==> src/rtl/tmr_majority_voter_if.sv <==
// ---------------------------------------------------------------------------
// tmr_majority_voter_if : sample/result bundle for the TMR majority voter
// Rev 1.0
// ---------------------------------------------------------------------------
`default_nettype none

interface tmr_majority_voter_if #(
  parameter int WIDTH = 1,
  parameter int CNT_W = 8
);
  logic             valid_in;
  logic [WIDTH-1:0] x;
  logic [WIDTH-1:0] y;
  logic [WIDTH-1:0] z;
  logic             clear_faults;
  logic             valid_out;
  logic [WIDTH-1:0] result;
  logic [2:0]       dissent;
  logic             dmr_mismatch;
  logic [2:0]       faulty;
  logic [1:0]       mode;
  logic [CNT_W-1:0] err_cnt_x;
  logic [CNT_W-1:0] err_cnt_y;
  logic [CNT_W-1:0] err_cnt_z;

  modport master (
    output valid_in, x, y, z, clear_faults,
    input  valid_out, result, dissent, dmr_mismatch, faulty, mode,
           err_cnt_x, err_cnt_y, err_cnt_z
  );

  modport slave (
    input  valid_in, x, y, z, clear_faults,
    output valid_out, result, dissent, dmr_mismatch, faulty, mode,
           err_cnt_x, err_cnt_y, err_cnt_z
  );
endinterface

`default_nettype wire

==> src/rtl/tmr_majority_voter.sv <==
// ---------------------------------------------------------------------------
// tmr_majority_voter : registered TMR voter with per-channel fault retirement
// Rev 1.0
// ---------------------------------------------------------------------------
`default_nettype none

module tmr_majority_voter #(
  parameter int WIDTH        = 1,
  parameter int FAULT_THRESH = 4,
  parameter int CNT_W        = 8
) (
  input  wire logic                 clk,
  input  wire logic                 rst_n,
  tmr_majority_voter_if.slave       bus
);

  typedef enum logic [1:0] {
    S_HEALTHY = 2'd0,
    S_SUSPECT = 2'd1,
    S_FAULTY  = 2'd2
  } ch_state_e;

  localparam logic [1:0] MODE_TMR     = 2'd0;
  localparam logic [1:0] MODE_DMR     = 2'd1;
  localparam logic [1:0] MODE_SIMPLEX = 2'd2;
  localparam logic [1:0] MODE_FAILED  = 2'd3;
  localparam logic [3:0] THRESH       = 4'(FAULT_THRESH);

  logic [WIDTH-1:0] word [3];
  logic [2:0]       faulty;
  logic [1:0]       mode;
  logic [WIDTH-1:0] maj;
  logic [WIDTH-1:0] vote;
  logic             mism;
  logic [2:0]       dissent_n;
  logic [CNT_W-1:0] err_cnt [3];

  logic             valid_q;
  logic [WIDTH-1:0] result_q;
  logic [2:0]       dissent_q;
  logic             mism_q;

  assign word[0] = bus.x;
  assign word[1] = bus.y;
  assign word[2] = bus.z;

  always_comb begin
    mode = MODE_SIMPLEX;
    case (faulty)
      3'b000:                 mode = MODE_TMR;
      3'b001, 3'b010, 3'b100: mode = MODE_DMR;
      3'b111:                 mode = MODE_FAILED;
      default:                mode = MODE_SIMPLEX;
    endcase
  end

  // Mode comes from the registered fault flags, so a sample is always voted
  // with the configuration that existed before its own edge.
  always_comb begin
    maj  = (word[0] & word[1]) | (word[1] & word[2]) | (word[0] & word[2]);
    vote = maj;
    mism = 1'b0;
    case (mode)
      MODE_DMR: begin
        if (faulty[0]) begin
          vote = word[1];
          mism = (word[1] != word[2]);
        end else if (faulty[1]) begin
          vote = word[0];
          mism = (word[0] != word[2]);
        end else begin
          vote = word[0];
          mism = (word[0] != word[1]);
        end
      end
      MODE_SIMPLEX: begin
        if (!faulty[0])      vote = word[0];
        else if (!faulty[1]) vote = word[1];
        else                 vote = word[2];
      end
      default: vote = maj;
    endcase
  end

  always_comb begin
    dissent_n = 3'b000;
    for (int c = 0; c < 3; c++) begin
      dissent_n[c] = (word[c] != vote);
    end
  end

  generate
    for (genvar c = 0; c < 3; c++) begin : g_ch
      ch_state_e  state;
      ch_state_e  state_n;
      logic [3:0] consec;
      logic [3:0] consec_n;

      always_ff @(posedge clk or negedge rst_n) begin
        if (!rst_n) begin
          state  <= S_HEALTHY;
          consec <= 4'd0;
        end else begin
          state  <= state_n;
          consec <= consec_n;
        end
      end

      // Consecutive tracking only in TMR; elsewhere attribution is unreliable.
      always_comb begin
        state_n  = state;
        consec_n = consec;
        if (bus.clear_faults) begin
          state_n  = S_HEALTHY;
          consec_n = 4'd0;
        end else if (bus.valid_in && (mode == MODE_TMR)) begin
          if (dissent_n[c]) begin
            consec_n = consec + 4'd1;
            state_n  = (consec_n >= THRESH) ? S_FAULTY : S_SUSPECT;
          end else begin
            consec_n = 4'd0;
            state_n  = S_HEALTHY;
          end
        end
      end

      assign faulty[c] = (state == S_FAULTY);

      always_ff @(posedge clk or negedge rst_n) begin
        if (!rst_n) begin
          err_cnt[c] <= '0;
        end else if (bus.valid_in && dissent_n[c] && (err_cnt[c] != '1)) begin
          err_cnt[c] <= err_cnt[c] + 1'b1;
        end
      end
    end
  endgenerate

  always_ff @(posedge clk or negedge rst_n) begin
    if (!rst_n) begin
      valid_q   <= 1'b0;
      result_q  <= '0;
      dissent_q <= 3'b000;
      mism_q    <= 1'b0;
    end else begin
      valid_q <= bus.valid_in;
      mism_q  <= bus.valid_in & mism;
      if (bus.valid_in) begin
        result_q  <= vote;
        dissent_q <= dissent_n;
      end
    end
  end

  assign bus.valid_out    = valid_q;
  assign bus.result       = result_q;
  assign bus.dissent      = dissent_q;
  assign bus.dmr_mismatch = mism_q;
  assign bus.faulty       = faulty;
  assign bus.mode         = mode;
  assign bus.err_cnt_x    = err_cnt[0];
  assign bus.err_cnt_y    = err_cnt[1];
  assign bus.err_cnt_z    = err_cnt[2];

endmodule

`default_nettype wire

==> src/flat_wrapper.sv <==
// flat-port wrapper written by rule: the top's interface ports become plain ports
module tmr_majority_voter_flat 
#(
  parameter int WIDTH        = 1,
  parameter int FAULT_THRESH = 4,
  parameter int CNT_W        = 8
)
  (clk, rst_n, bus_valid_in, bus_x, bus_y, bus_z, bus_clear_faults, bus_valid_out, bus_result, bus_dissent, bus_dmr_mismatch, bus_faulty, bus_mode, bus_err_cnt_x, bus_err_cnt_y, bus_err_cnt_z);
  tmr_majority_voter_if #(.WIDTH(WIDTH), .CNT_W(CNT_W)) bus_i ();
  input  wire logic clk;
  input  wire logic rst_n;
  input wire logic [$bits(bus_i.valid_in)-1:0] bus_valid_in;
  input wire logic [$bits(bus_i.x)-1:0] bus_x;
  input wire logic [$bits(bus_i.y)-1:0] bus_y;
  input wire logic [$bits(bus_i.z)-1:0] bus_z;
  input wire logic [$bits(bus_i.clear_faults)-1:0] bus_clear_faults;
  output wire logic [$bits(bus_i.valid_out)-1:0] bus_valid_out;
  output wire logic [$bits(bus_i.result)-1:0] bus_result;
  output wire logic [$bits(bus_i.dissent)-1:0] bus_dissent;
  output wire logic [$bits(bus_i.dmr_mismatch)-1:0] bus_dmr_mismatch;
  output wire logic [$bits(bus_i.faulty)-1:0] bus_faulty;
  output wire logic [$bits(bus_i.mode)-1:0] bus_mode;
  output wire logic [$bits(bus_i.err_cnt_x)-1:0] bus_err_cnt_x;
  output wire logic [$bits(bus_i.err_cnt_y)-1:0] bus_err_cnt_y;
  output wire logic [$bits(bus_i.err_cnt_z)-1:0] bus_err_cnt_z;
  assign bus_i.valid_in = bus_valid_in;
  assign bus_i.x = bus_x;
  assign bus_i.y = bus_y;
  assign bus_i.z = bus_z;
  assign bus_i.clear_faults = bus_clear_faults;
  assign bus_valid_out = bus_i.valid_out;
  assign bus_result = bus_i.result;
  assign bus_dissent = bus_i.dissent;
  assign bus_dmr_mismatch = bus_i.dmr_mismatch;
  assign bus_faulty = bus_i.faulty;
  assign bus_mode = bus_i.mode;
  assign bus_err_cnt_x = bus_i.err_cnt_x;
  assign bus_err_cnt_y = bus_i.err_cnt_y;
  assign bus_err_cnt_z = bus_i.err_cnt_z;
  tmr_majority_voter #(.WIDTH(WIDTH), .FAULT_THRESH(FAULT_THRESH), .CNT_W(CNT_W)) u_core (.clk(clk), .rst_n(rst_n), .bus(bus_i));
endmodule
==> config.mk <==
export PLATFORM = sky130hd
export DESIGN_NAME = tmr_majority_voter_flat
export DESIGN_NICKNAME = d
export VERILOG_FILES = /design/src/rtl/tmr_majority_voter_if.sv /design/src/rtl/tmr_majority_voter.sv /design/src/flat_wrapper.sv
export SDC_FILE = /design/constraint.sdc
export NUM_CORES = 1
export LEC_CHECK = 0
export BUFFER_PORTS_ARGS = -buffer_cell sky130_fd_sc_hd__buf_2
export CAP_MARGIN = 20
export CORE_MARGIN = 2
export CORE_UTILIZATION = 36
export DETAILED_ROUTE_END_ITERATION = 8
export PLACE_DENSITY = 0.55
export SYNTH_ARGS = -nofsm -noshare
export SYNTH_HDL_FRONTEND = slang
export SYNTH_SLANG_ARGS = --single-unit
==> constraint.sdc <==
create_clock -name clk -period 2.34 [get_ports clk]
set_input_delay 0 -clock clk [delete_from_list [all_inputs] [get_ports clk]]
set_output_delay 0 -clock clk [all_outputs]
set_load 0.02 [all_outputs]
* Word level (Yosys, flattened, before mapping)
Cells that the tools add are included.
** Word-level totals
- Flip-flop bits (word level) :: 48
- Latch bits :: 0
- Bits in writable memories :: 0
- Memory bits (read-only) :: 0
- Input port bits :: 7
- Output and inout bits :: 35
- Logic and storage cells :: 86
- Memories :: 0
** Cells by class
- $add $sub $neg :: 6
- Multipliers :: 0
- Divide/modulo/power cells :: 0
- $lt $le $gt $ge :: 3
- Eq/ne operators :: 18
- Shift-type cells :: 0
- Multiplexer cells :: 29
- Bitwise gates (word level) :: 6
- Reduce and logical (&&, ||, !) cells :: 11
** Operators by type and width (count)
- 4-bit two-way mux :: 9
- 8-bit by 1-bit adder with 8-bit output (second input constant) :: 3
- 2-bit two-way mux :: 12
- 8-bit inequality test (second input constant) :: 3
- 4-bit by 1-bit adder with 4-bit output (second input constant) :: 3
- 4-bit by 3-bit >= comparator with 1-bit output (second input constant) :: 3
- 2-bit == test (second input constant) :: 4
- 1-bit logical AND :: 7
- 3-bit == test (second input constant) :: 2
- 1-bit two-way mux :: 6
- 1-bit inequality test :: 6
- 2-bit one-hot mux with 3 select lines :: 1
- 1-bit AND :: 4
- 3-bit by 1-bit == test with 1-bit output (second input constant) :: 1
- 3-bit by 2-bit == test with 1-bit output (second input constant) :: 1
- 3-bit zero test :: 1
- 3-bit OR reduction :: 1
- 2-bit by 1-bit == test with 1-bit output (second input constant) :: 1
- 2-bit zero test :: 1
- 1-bit bitwise OR :: 2
- 1-bit one-hot mux with 2 select lines :: 1
- 2-bit nonzero test :: 1

* Longest topological paths before layout
- Word-level depth :: 10
- Gate-level depth with buffers :: 10

* Worst setup path before layout
Ideal clock, no wire load.
- Path type :: flip-flop to flip-flop
- From :: reg u_core.g_ch[2].state[0]
- To :: reg u_core.err_cnt (netlist bit u_core.bus.err_cnt_z[1])
- Setup time :: 0.125 ns
- Arrival time :: 1.950 ns
- Slack :: 0.265 ns
- Stages on the path, launching flop included :: 8
- Path buffers :: 0
- Clock period less this slack :: 2.075 ns
- Cell sequence :: dfrtp_1 -> nand2b_2 -> inv_2 -> o22ai_2 -> o21ai_1 -> a21oi_1 -> nor3_1 -> mux2_2
** On the way
- Word-level cells in the longest chain between the ends :: 9
- Elaborated cells on any way between the ends :: 14
- Those cells by class :: eq/ne: 8; mux: 2; reduce/logical: 4
** RTL lines
- from (decl) :: RTL line tmr_majority_voter.sv:94 : ch_state_e state;
- from (signal assigned) :: RTL line tmr_majority_voter.sv:104 : state <= state_n;
- 2-bit == test * :: RTL line tmr_majority_voter.sv:127 : assign faulty[c] = (state == S_FAULTY);
- via bus_faulty[2] :: RTL line flat_wrapper.sv:21 : output wire logic [$bits(bus_i.faulty)-1:0] bus_faulty;
- 3-bit by 1-bit == test with 1-bit output (tied with other cells) :: RTL line tmr_majority_voter.sv:49 : case (faulty)
- 3-bit OR reduction :: RTL line tmr_majority_voter.sv:49
- 2-bit one-hot mux with 3 select lines * :: RTL line tmr_majority_voter.sv:49
- 2-bit == test / 2-bit by 1-bit == test with 1-bit output (equally long branches) :: RTL line tmr_majority_voter.sv:63 : case (mode)
- 1-bit one-hot mux with 2 select lines * :: RTL line tmr_majority_voter.sv:63
- 1-bit inequality test * :: RTL line tmr_majority_voter.sv:88 : dissent_n[c] = (word[c] != vote);
- 1-bit logical AND * (2 in series) :: RTL line tmr_majority_voter.sv:132 : end else if (bus.valid_in && dissent_n[c] && (err_cnt[c] != '1)) begin
- to (signal, indexed assignment) :: RTL line tmr_majority_voter.sv:133 : err_cnt[c] <= err_cnt[c] + 1'b1;
- to (decl) :: RTL line tmr_majority_voter.sv:36 : logic [CNT_W-1:0] err_cnt [3];
The timed path passes the listed nets; every way through them passes the cells marked *.
A chain may end at the register's enable or synchronous reset.

* Final worst setup path
- From :: reg u_core.g_ch[1].state[1]
- To :: reg u_core.err_cnt (netlist bit u_core.bus.err_cnt_z[1])
** On the way
- Word-level cells in the longest chain between the ends :: 9
- Elaborated cells on any way between the ends :: 16
- Those cells by class :: eq/ne: 8; mux: 4; reduce/logical: 4
** RTL lines (RTL line)
- from (decl) :: tmr_majority_voter.sv:94
- from (signal assigned) :: tmr_majority_voter.sv:104
- 2-bit == test * :: tmr_majority_voter.sv:127
- 3-bit by 1-bit == test with 1-bit output (tied with other cells) :: tmr_majority_voter.sv:49
- 3-bit OR reduction :: tmr_majority_voter.sv:49
- 2-bit one-hot mux with 3 select lines :: tmr_majority_voter.sv:49
- 2-bit == test / 2-bit by 1-bit == test with 1-bit output (equally long branches) :: tmr_majority_voter.sv:63
- 1-bit one-hot mux with 2 select lines * :: tmr_majority_voter.sv:63
- 1-bit inequality test * :: tmr_majority_voter.sv:88
- 1-bit logical AND * (2 in series) :: tmr_majority_voter.sv:132
Every way passes the cells marked *; elsewhere a longest branch is shown, timed or not.

==> metrics.md <==
| Metric | Value |
|---|---|
| Final GP Congestion | `0.8219` |
| Syn_nets | `281` |
| Cell at the slowest stage of the critical path | `dfrtp_1` |
| Crit path kind | `reg2reg` |
| CTS Buffer Depth | `2` |
| Crit end category | `flop` |
| Post-synth ARST share | `1.000` |
| Seq cells post-synth | `48` |
| Skew-Pair Late Insertion Delay | `0.30 ns` |
| Hold Fails Final Rpt | `0` |
| Ports | `42` |
| WL/cell | `13.76 um` |
| Die area | `about 8000 um^2` |
| Via count of the routed design | `2155` |
| Top-count cell post-synth | `dfrtp_1` |
| Initial DRC count | `127` |
| Pre-antenna DRT Iters | `4` |
| Crit path time final | `between 2 and 2.5 ns` |
| Cell family with most CP delay | `simple AND/OR/NAND/NOR gates` |
| Post-Syn Area per Cell | `~10 um^2` |
| Die height | `90.26 um` |
| Htree depth | `2` |
| Inst Count DP | `about 400` |
| Die W | `90.26 um` |
| First-pass GRT wire length | `9722 um` |
| Max Cap Viol | `0` |
| Area contributors post-synth | `dfrtp_1 (45%), xor2_1 (6.9%), nand3_1 (4.7%)` |
| Clk_skew | `~0.0077 ns` |
| Crit path buf inv count | `1` |
| CTS buffer count | `5` |
| LEAKAGE | `1.447 nW` |
| Crit path max fanout | `10` |
| Clk slew on worst S/H paths | `0.09 ns` |
| Initial antenna violation count | `0` |
| Data arrival, critical path | `2.37 ns` |
| Synth warnings | `0` |
| Final Max Slew Viols | `0` |
| Worst-Margin Slew | `approximately 0.83 ns` |
| Commonest cells post-synth | `dfrtp_1 (48), nand3_1 (25), xor2_1 (21), nand2_1 (19), nor2_1 (15)` |
| Num rows | `31` |
| CTS sink count | `48` |
| Worst EP required | `2.53 ns` |
| Fin cells | `411` |
| Total Routed Length | `5657 um` |
| Yosys cell types | `50` |
| DR vias/cell | `around 5.2` |
| Cell taking the most area after synthesis | `dfrtp_1` |
| Fin Setup TNS | `0 ns` |
| Crit-path cells | `nand2b_2 > inv_6 > nor4_2 > o21ai_2 > and3_4 > nor3_1 > mux2_2` |
| CP Launch Type | `flop` |
| Top FF cell, synth | `dfrtp_1` |
| Root Driver | `clkbuf_8` |
| Post-CTS setup buffers | `0` |
| Number of flops mapped to enable cells by yosys | `0` |
| Tot Pwr | `2.474 mW` |
| Initial core utilization | `0.3713` |
| Post-synthesis sequential area ratio | `0.4484` |
| N_diodes | `0` |
| Unrepaired setup endpoints after global routing | `no` |
| Vias in the first global route | `1978` |
| Global Route Usage Sum | `0.1443` |
| Maximum vdd drop | `403.5 uV` |
| Fill cells | `about 720` |
| NumNets Final | `between 300 and 400` |
| Hpwl dp | `4080 um` |
| Highest Clock Rate | `around 460 MHz` |
| Grt total ovfl | `0` |
| Syn Inst Count | `267` |
| Post-DRT Antenna Nets | `0` |
| Slew headroom | `0.4407` |
| Pwr/cell area | `791.2 nW/um^2` |
| # setup viols final | `0` |
| Outcome | `finished clean` |
| Layout cell share with drive strength beyond 1 | `0.2372` |
| Pin count of the biggest net entering global routing | `26` |
| Area Overhead vs Synth | `16.72%` |
| CTS tree | `built` |
| Final worst path period share | `0.9300` |
| Residual DRC count | `0` |
| Yosys top cell area share | `0.4484` |
| Largest stage delay, worst path | `~0.40 ns` |
| Core Area | `between 7000 and 8000 um^2` |
| Hold Path Class | `in2reg` |
| Cell area after synthesis | `between 2000 and 3000 um^2` |
| PortBufs | `41` |
==> layout make-up <==
| cell class | instances | area [um^2] | area share |
|---|---|---|---|
| flip-flops and latches | 48 | 1201 | 0.3842 |
| well taps | 99 | 123.9 | 0.03962 |
| repair buffers | 48 | 262.8 | 0.08403 |
| multi-input cells | 197 | 1385 | 0.4430 |
| inverters | 11 | 46.29 | 0.01481 |
| clock buffers | 6 | 72.57 | 0.02321 |
| clock inverters | 2 | 35.03 | 0.01120 |
==> worst paths after layout <==
path	from	end	slack, ns	cells past startpoint
max	u_core.g_ch[1].state[1]	u_core.bus.err_cnt_z[1]	0.16	7
min	bus_clear_faults	u_core.g_ch[0].consec[0]	0.09	2
max reg2reg	u_core.g_ch[1].state[1]	u_core.bus.err_cnt_z[1]	0.16	7
min reg2reg	u_core.g_ch[0].state[0]	u_core.g_ch[0].state[0]	0.49	2
max in group asynchronous	rst_n	u_core.g_ch[0].state[0]	1.39	3
min in group asynchronous	rst_n	u_core.bus.err_cnt_y[3]	0.22	2
==> cells by family after synthesis <==
kind of cell / synth area share
AO/OA/AOI/OAI: 0.1350
AND/OR/NAND/NOR: 0.2163
buffers and inverters: 0.04296
adder cells (fa/ha/maj): 0.03269
multiplexers: 0.03970
flip-flops: 0.4484
XOR/XNOR: 0.08501
==> power breakdown <==
group          switching (mW)  leakage, nW  total [mW]  internal, mW
sequential              0.177        0.624        1.16         0.985
clock                   0.275       0.0552       0.593         0.317
combinational           0.441        0.768       0.719         0.278
==> metrics by stage <==
stage               setup slack (ns)  cell area [um^2]  hold slack (ns)    util
floorplan                     0.2650              2679          -0.2956       -
global placement              0.1678              2977          0.02242  0.4126
detailed placement            0.1712              2977          0.03498  0.4126
CTS                           0.1537              3104          0.08791  0.4303
global route                 0.01976              3127          0.08241  0.4334
finish                        0.1639              3127          0.08881  0.4334
==> layer usage <==
metal  GRT usage  vias up  wire length [um]
met4     0.03846        0                65
met5           0        -                 0
met3     0.02922        7               230
met2      0.2180       45              2574
li1            -     1055                 -
met1      0.2112     1048              2786
==> state kept, by name, summed over array words and instances, names as in the netlist <==
| register | count |
|---|---|
| u_core.g_ch.consec | 12 |
| u_core.bus.dmr_mismatch | 1 |
| u_core.bus.err_cnt_y | 8 |
| u_core.bus.err_cnt_z | 8 |
| u_core.g_ch.state | 6 |
| u_core.bus.err_cnt_x | 8 |
| u_core.bus.valid_out | 1 |
| u_core.bus.dissent | 3 |
| u_core.bus.result | 1 |
==> cells in the final DEF, fill, tap and decap left out, types with 3 or more instances in the layout <==
cell / count
a21oi_1: 10
a32o_1: 6
and3_1: 4
buf_2: 41
buf_4: 5
clkbuf_8: 5
dfrtp_1: 48
ha_1: 7
inv_1: 9
mux2_2: 5
mux2i_1: 5
nand2_1: 19
nand3_1: 25
nor2_1: 15
nor3_1: 11
nor4_1: 12
nor4b_1: 4
o211ai_1: 3
o21ai_0: 6
o31ai_1: 5
xnor2_1: 5
xor2_1: 21
==> timing repair <==
action | CTS | global route
setup endpoints to repair | 0 | 11
resized for setup | 0 | 5
hold buffers | 2 | 0
endpoints found under the hold margin | 25 | 0
No activity file was read; power rests on OpenSTA's default activity.
